[src/rtl/coin_acceptor.sv]
// Three-channel coin acceptor: synchronizes and debounces the coin sensors, then
// credits coins into a small IDLE/CREDIT/REFUND state machine.
module coin_acceptor #(
  parameter int DEB_CYCLES = 4,
  parameter int CREDIT_MAX = 250
) (
  input  logic       clk,
  input  logic       rst_n,
  input  logic       coin_10,
  input  logic       coin_20,
  input  logic       coin_50,
  input  logic       accept_en,
  input  logic       credit_clr,
  input  logic       refund_req,
  output logic [7:0] credit,
  output logic       credit_valid,
  output logic       coin_accept,
  output logic       coin_reject,
  output logic       refund_valid,
  output logic [7:0] refund_amt
);

  localparam logic [3:0] DEB_LIM  = 4'(DEB_CYCLES);
  localparam logic [3:0] DEB_PRE  = 4'(DEB_CYCLES - 1);
  localparam logic [8:0] MAX9     = 9'(CREDIT_MAX);

  typedef enum logic [1:0] {IDLE, CREDIT, REFUND} state_t;

  logic [2:0] raw;
  logic [2:0] sync1;
  logic [2:0] sync2;
  logic [2:0] evt;
  logic [3:0] cnt [3];

  state_t     state;
  state_t     state_next;
  logic [8:0] base;
  logic [8:0] sum;
  logic [8:0] coin_val;
  logic       has_loser;
  logic       accept_next;
  logic       reject_next;
  logic       refund_next;
  logic [7:0] refund_amt_next;

  // Channel index 0/1/2 = 10/20/50 sen.
  assign raw = {coin_50, coin_20, coin_10};

  // evt is registered off the transition DEB-1 -> DEB, so it fires once per high stretch.
  always_ff @(posedge clk or negedge rst_n) begin
    if (!rst_n) begin
      sync1 <= '0;
      sync2 <= '0;
      evt   <= '0;
      for (int i = 0; i < 3; i++) cnt[i] <= '0;
    end else begin
      sync1 <= raw;
      sync2 <= sync1;
      for (int i = 0; i < 3; i++) begin
        if (!sync2[i])
          cnt[i] <= '0;
        else if (cnt[i] != DEB_LIM)
          cnt[i] <= cnt[i] + 4'd1;
        evt[i] <= sync2[i] && (cnt[i] == DEB_PRE);
      end
    end
  end

  always_comb begin
    state_next      = state;
    base            = {1'b0, credit};
    sum             = '0;
    coin_val        = '0;
    has_loser       = 1'b0;
    accept_next     = 1'b0;
    reject_next     = 1'b0;
    refund_next     = 1'b0;
    refund_amt_next = refund_amt;

    if (evt[2]) begin
      coin_val  = 9'd50;
      has_loser = evt[1] | evt[0];
    end else if (evt[1]) begin
      coin_val  = 9'd20;
      has_loser = evt[0];
    end else if (evt[0]) begin
      coin_val  = 9'd10;
    end

    // Clear/refund act first; a coin in the same cycle then lands on the cleared credit.
    case (state)
      CREDIT: begin
        if (credit_clr) begin
          base       = '0;
          state_next = IDLE;
        end else if (refund_req) begin
          refund_next     = 1'b1;
          refund_amt_next = credit;
          base            = '0;
          state_next      = REFUND;
        end
      end
      REFUND:  state_next = (credit != 8'd0) ? CREDIT : IDLE;
      default: ;
    endcase

    sum = base + coin_val;
    if (coin_val != 9'd0) begin
      if (state == REFUND || !accept_en || sum > MAX9) begin
        reject_next = 1'b1;
      end else begin
        accept_next = 1'b1;
        base        = sum;
        if (state_next == IDLE) state_next = CREDIT;
      end
      if (has_loser) reject_next = 1'b1;
    end
  end

  always_ff @(posedge clk or negedge rst_n) begin
    if (!rst_n) begin
      state        <= IDLE;
      credit       <= '0;
      credit_valid <= 1'b0;
      coin_accept  <= 1'b0;
      coin_reject  <= 1'b0;
      refund_valid <= 1'b0;
      refund_amt   <= '0;
    end else begin
      state        <= state_next;
      credit       <= base[7:0];
      credit_valid <= (base != 9'd0);
      coin_accept  <= accept_next;
      coin_reject  <= reject_next;
      refund_valid <= refund_next;
      refund_amt   <= refund_amt_next;
    end
  end

endmodule
[config.mk]
export PLATFORM = sky130hd
export DESIGN_NAME = coin_acceptor
export DESIGN_NICKNAME = d
export VERILOG_FILES = /design/src/rtl/coin_acceptor.sv
export SDC_FILE = /design/constraint.sdc
export NUM_CORES = 1
export LEC_CHECK = 0
export CAP_MARGIN = 15
export CORE_ASPECT_RATIO = 0.6
export CORE_MARGIN = 10
export CORE_UTILIZATION = 25
export CTS_CLUSTER_DIAMETER = 80
export DETAILED_ROUTE_END_ITERATION = 8
export GPL_ROUTABILITY_DRIVEN = 0
export PLACE_DENSITY_LB_ADDON = 0.2
export SYNTH_ARGS = -nofsm -noshare
export SYNTH_HDL_FRONTEND = slang
export SYNTH_SLANG_ARGS = --single-unit
[constraint.sdc]
create_clock -name clk -period 8.2 [get_ports clk]
set_input_delay 1.23 -clock clk [delete_from_list [all_inputs] [get_ports clk]]
set_output_delay 1.23 -clock clk [all_outputs]
set_load 0.02 [all_outputs]
## Word level (Yosys, flattened, before mapping)

Cells that the tools add are included.

- Flip-flop bits (word level): 43
- Latch bits: 0
- Memory bits (writable): 0
- Bits in read-only memories: 0
- Input port bits: 8
- Output and inout port bits: 20
- Logic and storage cells: 73
- Memories: 0

- Add/subtract/negate cells: 4
- $mul: 0
- Div/mod/pow operators: 0
- Order comparisons: 1
- Equality and inequality tests: 11
- Shifts and indexed selects: 0
- Muxes and demuxes: 31
- Bitwise logic cells: 2
- Reductions and logical operators: 11

Operator list:

| kind | number |
|---|---|
| 4-bit 2-to-1 mux | 7 |
| 8-bit 2-to-1 mux | 3 |
| 9-bit 2-to-1 mux | 2 |
| 9-bit nonzero test | 2 |
| 4-bit by 1-bit adder with 4-bit output, second input constant | 3 |
| 4-bit by 2-bit == test with 1-bit output, second input constant | 3 |
| 4-bit by 3-bit inequality test with 1-bit output, second input constant | 3 |
| 1-bit 2-to-1 mux | 11 |
| 2-bit 2-to-1 mux | 5 |
| 9-bit adder | 1 |
| 9-bit by 8-bit greater-than comparator with 1-bit output, second input constant | 1 |
| 8-bit nonzero test | 1 |
| 6-bit 2-to-1 mux | 1 |
| 2-bit by 1-bit inequality test with 1-bit output, second input constant | 3 |
| 5-bit 2-to-1 mux | 1 |
| 2-bit one-hot mux with 2 select lines | 1 |
| 1-bit logical AND | 3 |
| 3-bit AND reduction | 1 |
| 2-bit by 1-bit == test with 1-bit output, second input constant | 1 |
| 2-bit == test, second input constant | 1 |
| 2-bit zero test | 1 |
| 1-bit logical OR | 2 |
| 1-bit zero test | 1 |
| 1-bit NOT | 1 |
| 1-bit bitwise OR | 1 |

## Longest topological paths before layout

Gate-level depths: netlist (run 1).

- Word-level depth: 9
- Mapped depth: 16
- Depth with buffers taken out: 14

## Worst setup path before layout (run 1)

Ideal clock, no wire load.

- Path kind: input -> register
- Start point: input refund_req
- End point: register state[0]
- Library setup time: 0.104 ns
- Data arrival time: 3.701 ns
- Required time: 8.096 ns
- Slack: 4.395 ns
- Cell stages on the path: 14
- Path buffers: 2
- Path through: o21ai_1 buf_6 and2_1 ha_1 inv_1 fa_1 nor2b_1 o211ai_1 a21boi_1 mux2i_1 o41ai_4 buf_6 or3_1 o311ai_1

- Word-level cells in the longest chain between the ends: 8

RTL lines:

| what | RTL line | text |
|---|---|---|
| start, declared | 14 | `input logic refund_req,` |
| 8-bit 2-to-1 mux | 96 | `end else if (refund_req) begin` |
| 8-bit 2-to-1 mux | 93 | `if (credit_clr) begin` |
| 8-bit 2-to-1 mux | 91 | `case (state)` |
| 9-bit adder | 107 | `sum = base + coin_val;` |
| 9-bit by 8-bit greater-than comparator with 1-bit output | 109 | `if (state == REFUND \|\| !accept_en \|\| sum > MAX9) begin` |
| 1-bit logical OR | 109 |  |
| 2-bit 2-to-1 mux | 109 |  |
| 2-bit 2-to-1 mux (*) | 108 | `if (coin_val != 9'd0) begin` |
| named net state_next[0] | 36 | `state_t state_next;` |
| end signal, assigned | 130 | `state <= state_next;` |
| end, declared | 35 | `state_t state;` |

The timed path passes the listed nets; every way through them passes the cells marked *.
A chain may end at the register's enable or synchronous reset.

## Final worst setup path (run 1)

- Start point: input refund_req
- End point: register credit_valid

- Word-level cells in the longest chain between the ends: 9

RTL lines:

| what | RTL line | text |
|---|---|---|
| 8-bit 2-to-1 mux (*) | 96 |  |
| 8-bit 2-to-1 mux (*) | 93 |  |
| 8-bit 2-to-1 mux (*) | 91 |  |
| 9-bit adder | 107 |  |
| 9-bit by 8-bit greater-than comparator with 1-bit output | 109 |  |
| 1-bit logical OR | 109 |  |
| 9-bit 2-to-1 mux | 109 |  |
| 9-bit 2-to-1 mux (*) | 108 |  |
| 9-bit nonzero test (*) | 132 | `credit_valid <= (base != 9'd0);` |
| end signal, assigned | 132 |  |
| end, declared | 16 | `output logic credit_valid,` |

Every way passes the cells marked *; elsewhere a longest branch is shown, timed or not.

==> impl_metrics.json, run 1 <==
{
  "status": "finished, final reports clean",
  "skew_ns": 0.00540,
  "reg2reg_to": "credit_valid",
  "fp.dieH_microns": 92.6,
  "numCtsBuffers": 5,
  "via_per_inst": 4.29,
  "detail_route.wl_per_cell_microns": 12.6,
  "combPwrFrac_pct": 26.3,
  "setup_violations": 0,
  "cts_tree": "built",
  "worstSetupPathType": "input pin to flop",
  "grt_overflow": 0,
  "hold_violations": 0,
  "grt_setup_unrepaired": "no",
  "regToRegStartpoint": "state[0]",
  "p_sw_share_pct": 28.7,
  "synth_xor_area_share_pct": 3.19,
  "cellPowerDensity_mw_per_mm2": 226,
  "synth.mux.area_fraction_pct": 8.42,
  "fin_crit_ns": 4.80,
  "ys_ff_latch": 43,
  "r2r_setup_slack_ns": 4.41,
  "crit_family": "compound AO/OA/AOI/OAI gates",
  "drt-total-wl_microns": 4220,
  "antenna_found_initial": 0,
  "p_seq_share_pct": 40.7,
  "syn_inst": 190,
  "synth_compound_area_share_pct": 11.4,
  "htree_num_levels": 2,
  "post_cts_resized": 0,
  "final_cells": 335,
  "pwr-share-clk_pct": 33.1,
  "tightest_slew_ns": 0.971,
  "p_leak_nw": 1.24,
  "mostFrequentLayoutCell": "dfrtp_1",
  "switchingPower_mw": 0.177,
  "power.internal_mw": 0.441,
  "synthSimpleGateAreaFrac_pct": 16.3,
  "drc_errors": 0,
  "initial_core_util_pct": 25.8,
  "yosysWarnings": 0,
  "synth_edf_count": 0,
  "core_sq_mm": 0.00852,
  "async_reset_ff_share_pct": 100,
  "die_w_microns": 141,
  "endpoint_kind": "flop",
  "period_share_pct": 58.5,
  "diodes": 0,
  "ys.flop_type": "dfrtp_1",
  "critPathBufInv": 2,
  "grt_max_degree": 44,
  "hold_path.class": "flop to flop",
  "dp_hpwl_microns": 3200,
  "grt_pass1_vias": 1388,
  "clock-sinks": 43,
  "cts_hold_buffers": 0,
  "synth_top_family_by_area": "simple AND/OR/NAND/NOR gates",
  "io_buffers": 27,
  "max_stage_delay_ns": 0.75,
  "finalSetupTns_ns": 0,
  "final-max-slew-violation-count": 0,
  "crit_required_ns": 8.36,
  "crit_chain": "clkdlybuf4s50_1 > o21ai_1 > and2_1 > ha_1 > inv_1 > fa_1 > nor2b_1 > o211ai_1 > a21boi_1 > mux2i_1 > o41ai_4 > nor2_4 > mux2_4",
  "reg2reg_depth": 13,
  "area_growth_pct": 24.5,
  "synth_fa_ha_area_share_pct": 8.31,
  "hold_start": "sync1[0]",
  "path_max_fanout": 11,
  "dpl.cell_count": 327,
  "via_count": 1437,
  "drtIter0Drc": 92,
  "drt-pass1-iter-count": 4,
  "post_cts_buffers": 0,
  "start_kind": "input pin",
  "grt_pass1_wl_microns": 7160,
  "min_to": "sync2[0]",
  "final_nets": 244,
  "power_mw": 0.618,
  "max_freq_mhz": 208,
  "seq_area_frac_synth_pct": 48.9,
  "drv_cap": 0,
  "track_usage_pct": 6.87,
  "drive_gt1_share_pct": 12.1,
  "row_count": 26,
  "hold_depth": 0,
  "synth_nets": 212,
  "pin_count": 28,
  "clk_pin_slew_ns": 0.06,
  "cts_buffer_depth": 2,
  "worstPathArrival_ns": 4.96,
  "yosysUniqueCellTypes": 42,
  "critPathSlowestCell": "o41ai_4",
  "final_cell_mix": "dfrtp_1, clkdlybuf4s50_1, inv_1",
  "root_buffer": "clkbuf_16",
  "clkLatencyLatePin_ns": 0.28,
  "peakVddDrop_uv": 84.3,
  "slew_headroom_pct": 35.3,
  "avgSynthCellArea_sq_um": 11.6,
  "synth_area_sq_mm": 0.00220,
  "antenna_left": 0,
  "whs_ns": 0.351,
  "die_area_sq_mm": 0.0131
}
==> worst register-to-register path: stages (launching register included) <==
cell and delay, ns:
dfrtp_1 0.40, ha_1 0.21, o21ai_1 0.34, and2_1 0.24
ha_1 0.20, inv_1 0.06, fa_1 0.39, nor2b_1 0.17
o211ai_1 0.10, a21boi_1 0.19, mux2i_1 0.17, o41ai_4 0.75
nor2_4 0.12, mux2_4 0.33
==> area by class of cell <==
class / instances / area [sq um]
fill: 864 / 5790
sequential: 43 / 1080
multi-input combinational: 131 / 1050
timing repair buffer: 27 / 265
clock buffer: 8 / 156
tap: 112 / 140
inverter: 14 / 52.6
==> cells in the mapped netlist (2+ instances only) <==
master    number  area (sq um)
o31ai_1        3          22.5
nand3b_1       4          30.0
ha_1          13           163
o21ai_0        5          25.0
mux2_2         8          90.1
nor2b_1       10          62.6
a31oi_1        3          18.8
buf_6          2          22.5
dfrtp_1       43          1080
nor4bb_1       3          30.0
o21ai_1        5          25.0
nand2b_1       6          37.5
nand2_1        5          18.8
a21oi_1        7          35.0
xnor2_1        6          52.6
or4_1          2          15.0
mux2i_1        5          50.1
inv_1         14          52.6
nor3_1         4          20.0
and2_1         9          56.3
xor2_1         2          17.5
mux2_4         3          45.0
nand3_1        4          20.0
nor2_1         6          22.5
==> through the flow <==
step | instance area (sq um) | setup slack (ns) | utilization [%]
2_1_floorplan | 2200 | 4.39 | -
3_3_place_gp | 2580 | 3.22 | 30.3
3_5_place_dp | 2580 | 3.14 | 30.3
4_1_cts | 2740 | 3.42 | 32.1
5_1_grt | 2740 | 3.13 | 32.1
6_report | 2740 | 3.40 | 32.1
==> sequential cells by signal, summed over array words and instances (netlist names) <==
register / cells
credit_valid: 1
refund_amt: 8
refund_valid: 1
sync2: 3
cnt: 12
coin_reject: 1
state: 2
coin_accept: 1
evt: 3
credit: 8
sync1: 3
==> power groups by stage <==
stage | Combinational [mW] | Sequential, mW | Clock, mW
4_1_cts | 0.164 | 0.252 | 0.212
5_1_grt | 0.183 | 0.255 | 0.228
2_1_floorplan | 0.108 | 0.262 | 0
3_3_place_gp | 0.164 | 0.255 | 0
6_report | 0.162 | 0.251 | 0.204
3_5_place_dp | 0.164 | 0.255 | 0
==> cell families (layout without fill, tap and decap cells) <==
group	after synthesis	after routing
xor gates and xnor gates	8	8
muxes	16	16
and+or+nand+nor	59	59
buffers and inverters	16	49
AOI/OAI and AO/OA	34	34
DFF	43	43
adders and majority gates	14	14
==> per-layer routing <==
layer  part of all wire [%]  track usage [%]  up-vias
met5                      0                0        -
met4                      0             1.03        0
met3                    7.4             4.08        0
met2                     37             8.27       32
met1                     56             10.0      671
li1                       -                -      734
==> how the worst max path moves through the flow <==
stage	startpoint	end	cells after the start
2_1_floorplan	refund_req	state[0]	14
3_3_place_gp	refund_req	credit_valid	13
3_5_place_dp	refund_req	credit_valid	13
4_1_cts	refund_req	credit_valid	13
5_1_grt	refund_req	credit_valid	13
6_report	refund_req	credit_valid	13
Note: power is estimated with default switching activity, not from simulation.
==> inputs of run 2 (changes only) <==
- clock period: 8.2 -> 4.62 ns (I/O delays scaled with it)
==> run 2 against run 1 <==
Compared with the run above: sequential power is 78% higher; clock power is 100% higher; worst setup slack worse by 2.5 ns; via count is 0.97% higher; clock skew is 0.0020 ns lower; sequential share of layout area is 0.46 points lower; final cell count is 0.60% higher; clock-buffer cell count is 2 lower; critical path depth is 1 higher; first-iteration DRC count is 57% lower; sequential cell count stayed put; worst hold slack worse by 0.0030 ns; largest power group unchanged.
==> impl_metrics.json, run 2 (synthesized netlist as in run 1, its figures left out) <==
{
  "grt_max_degree": 44,
  "die_w_microns": 141,
  "drt-pass1-iter-count": 4,
  "n_fill_cell": 857,
  "die_area_sq_mm": 0.0131,
  "grt_pass1_vias": 1497,
  "final_core_util_pct": 32.5,
  "diodes": 0,
  "clkLatencyLatePin_ns": 0.28,
  "detail_route.wl_per_cell_microns": 13.1,
  "regToRegStartpoint": "state[0]",
  "period_share_pct": 80.7,
  "max_freq_mhz": 268,
  "fin_crit_ns": 3.73,
  "placed_cell_area_sq_mm": 0.00260,
  "postLayoutCellArea_sq_mm": 0.00277,
  "grt_pass1_wl_microns": 7600,
  "drtIter0Drc": 40,
  "critPathSlowestCell": "clkdlybuf4s50_1",
  "reg2reg_depth": 14,
  "cts_tree": "built",
  "cts_buffer_depth": 2,
  "fp.dieH_microns": 92.6,
  "start_kind": "input pin",
  "cts_hold_buffers": 0,
  "dpl.cell_count": 329,
  "drt-total-wl_microns": 4420,
  "crit_start": "refund_req",
  "tightest_slew_ns": 0.992,
  "root_buffer": "clkbuf_16",
  "r2r_setup_slack_ns": 1.24,
  "via_per_inst": 4.31,
  "post_cts_buffers": 0,
  "peakVddDrop_uv": 157,
  "grt_overflow": 0,
  "area_growth_pct": 26.0,
  "numCtsBuffers": 5,
  "initial_core_util_pct": 25.8,
  "drc_errors": 0,
  "path_depth": 14,
  "mostFrequentLayoutCell": "dfrtp_1",
  "htree_num_levels": 2,
  "hold_start": "sync1[2]",
  "worstSetupPathType": "input pin to flop",
  "drive_gt1_share_pct": 13.3,
  "cellPowerDensity_mw_per_mm2": 416,
  "endpoint": "credit[1]",
  "via_count": 1451,
  "grt_setup_unrepaired": "no",
  "post_cts_resized": 0,
  "crit_required_ns": 4.79,
  "setup_violations": 0,
  "final_cells": 337,
  "final_nets": 246,
  "track_usage_pct": 7.23,
  "crit_chain": "clkdlybuf4s50_1 > o21ai_1 > and2_1 > ha_1 > inv_1 > fa_1 > nor2b_1 > o211ai_1 > a21boi_1 > mux2i_1 > o41ai_4 > buf_4 > nor2_4 > mux2_4",
  "drv_cap": 0,
  "status": "finished, final reports clean",
  "top_register": "cnt",
  "largest_register_ff_count": 12,
  "reg.largest.list": "cnt: 12 flops, credit: 8 flops, refund_amt: 8 flops",
  "crit_family": "multiplexers",
  "endpoint_kind": "flop",
  "pin_count": 28,
  "hold_violations": 0,
  "worstPathArrival_ns": 3.90,
  "p_leak_nw": 1.26,
  "finalSetupTns_ns": 0,
  "antenna_left": 0,
  "critPathBufInv": 3,
  "path_max_fanout": 9,
  "whs_ns": 0.348,
  "clock-sinks": 43,
  "core_sq_mm": 0.00852,
  "io_buffers": 27,
  "slew_headroom_pct": 33.8,
  "max_stage_delay_ns": 0.46,
  "final_cell_mix": "dfrtp_1, clkdlybuf4s50_1, inv_1",
  "dp_hpwl_microns": 3380,
  "hold_path.class": "flop to flop",
  "reg2reg_to": "credit[1]",
  "row_count": 26,
  "antenna_found_initial": 0,
  "clk_pin_slew_ns": 0.06,
  "skew_ns": 0.00342,
  "final-max-slew-violation-count": 0
}
==> run 2: cell count changes in the layout (fill, tap and decap cells not counted), sizes merged <==
cell | before | now
buf | 1 | 3
clkinv | 0 | 1
bufinv | 0 | 1
clkbuf | 8 | 6
==> run 2: power breakdown <==
group | leakage, nW | total [mW] | switching [mW] | internal (mW)
Combinational | 0.599 | 0.298 | 0.156 | 0.142
Sequential | 0.576 | 0.446 | 0.0306 | 0.415
Clock | 0.0868 | 0.410 | 0.141 | 0.269
==> run 2: metrics by stage <==
step | setup slack [ns] | power, mW
3_5_place_dp | 0.597 | 0.757
4_1_cts | 0.899 | 1.18
6_report | 0.891 | 1.15
3_3_place_gp | 0.686 | 0.756
2_1_floorplan | 1.35 | 0.657
5_1_grt | 0.606 | 1.23
==> run 2: how the worst min path moves through the flow <==
stage	slack, ns	depth (start not counted)	to
3_5_place_dp	0.33	0	sync2[2]
5_1_grt	0.36	0	sync2[0]
3_3_place_gp	0.34	0	sync2[0]
4_1_cts	0.35	0	sync2[2]
6_report	0.35	0	sync2[2]
2_1_floorplan	0.33	0	sync2[0]
==> run 2: area by class of cell <==
class                   count  area (sq um)  area share [%]
clock buffers               6           139            5.01
clock inverters             2          35.0            1.26
inverters                  14          52.6            1.90
multi-input cells         131          1050            37.8
flip-flops and latches     43          1080            38.8
well taps                 112           140            5.06
repair buffers             29           280            10.1
==> run 2: routing by layer <==
layer / part of all wire, % / track usage, % / vias to the layer above
met5: 0 / 0 / -
met4: 0.72 / 2.31 / 0
met3: 6.4 / 3.31 / 3
met2: 37 / 9.39 / 39
met1: 56 / 10.2 / 670
li1: - / - / 739
==> run 2: worst reg2reg max path, stage by stage, from the launching register on <==
cell,delay [ns]
dfrtp_1,0.40
ha_1,0.21
o21ai_1,0.10
and2_1,0.19
ha_1,0.19
inv_1,0.06
fa_1,0.40
nor2b_1,0.17
o211ai_1,0.10
a21boi_1,0.21
mux2i_1,0.41
o41ai_4,0.14
buf_4,0.19
nor2_4,0.18
mux2_4,0.32
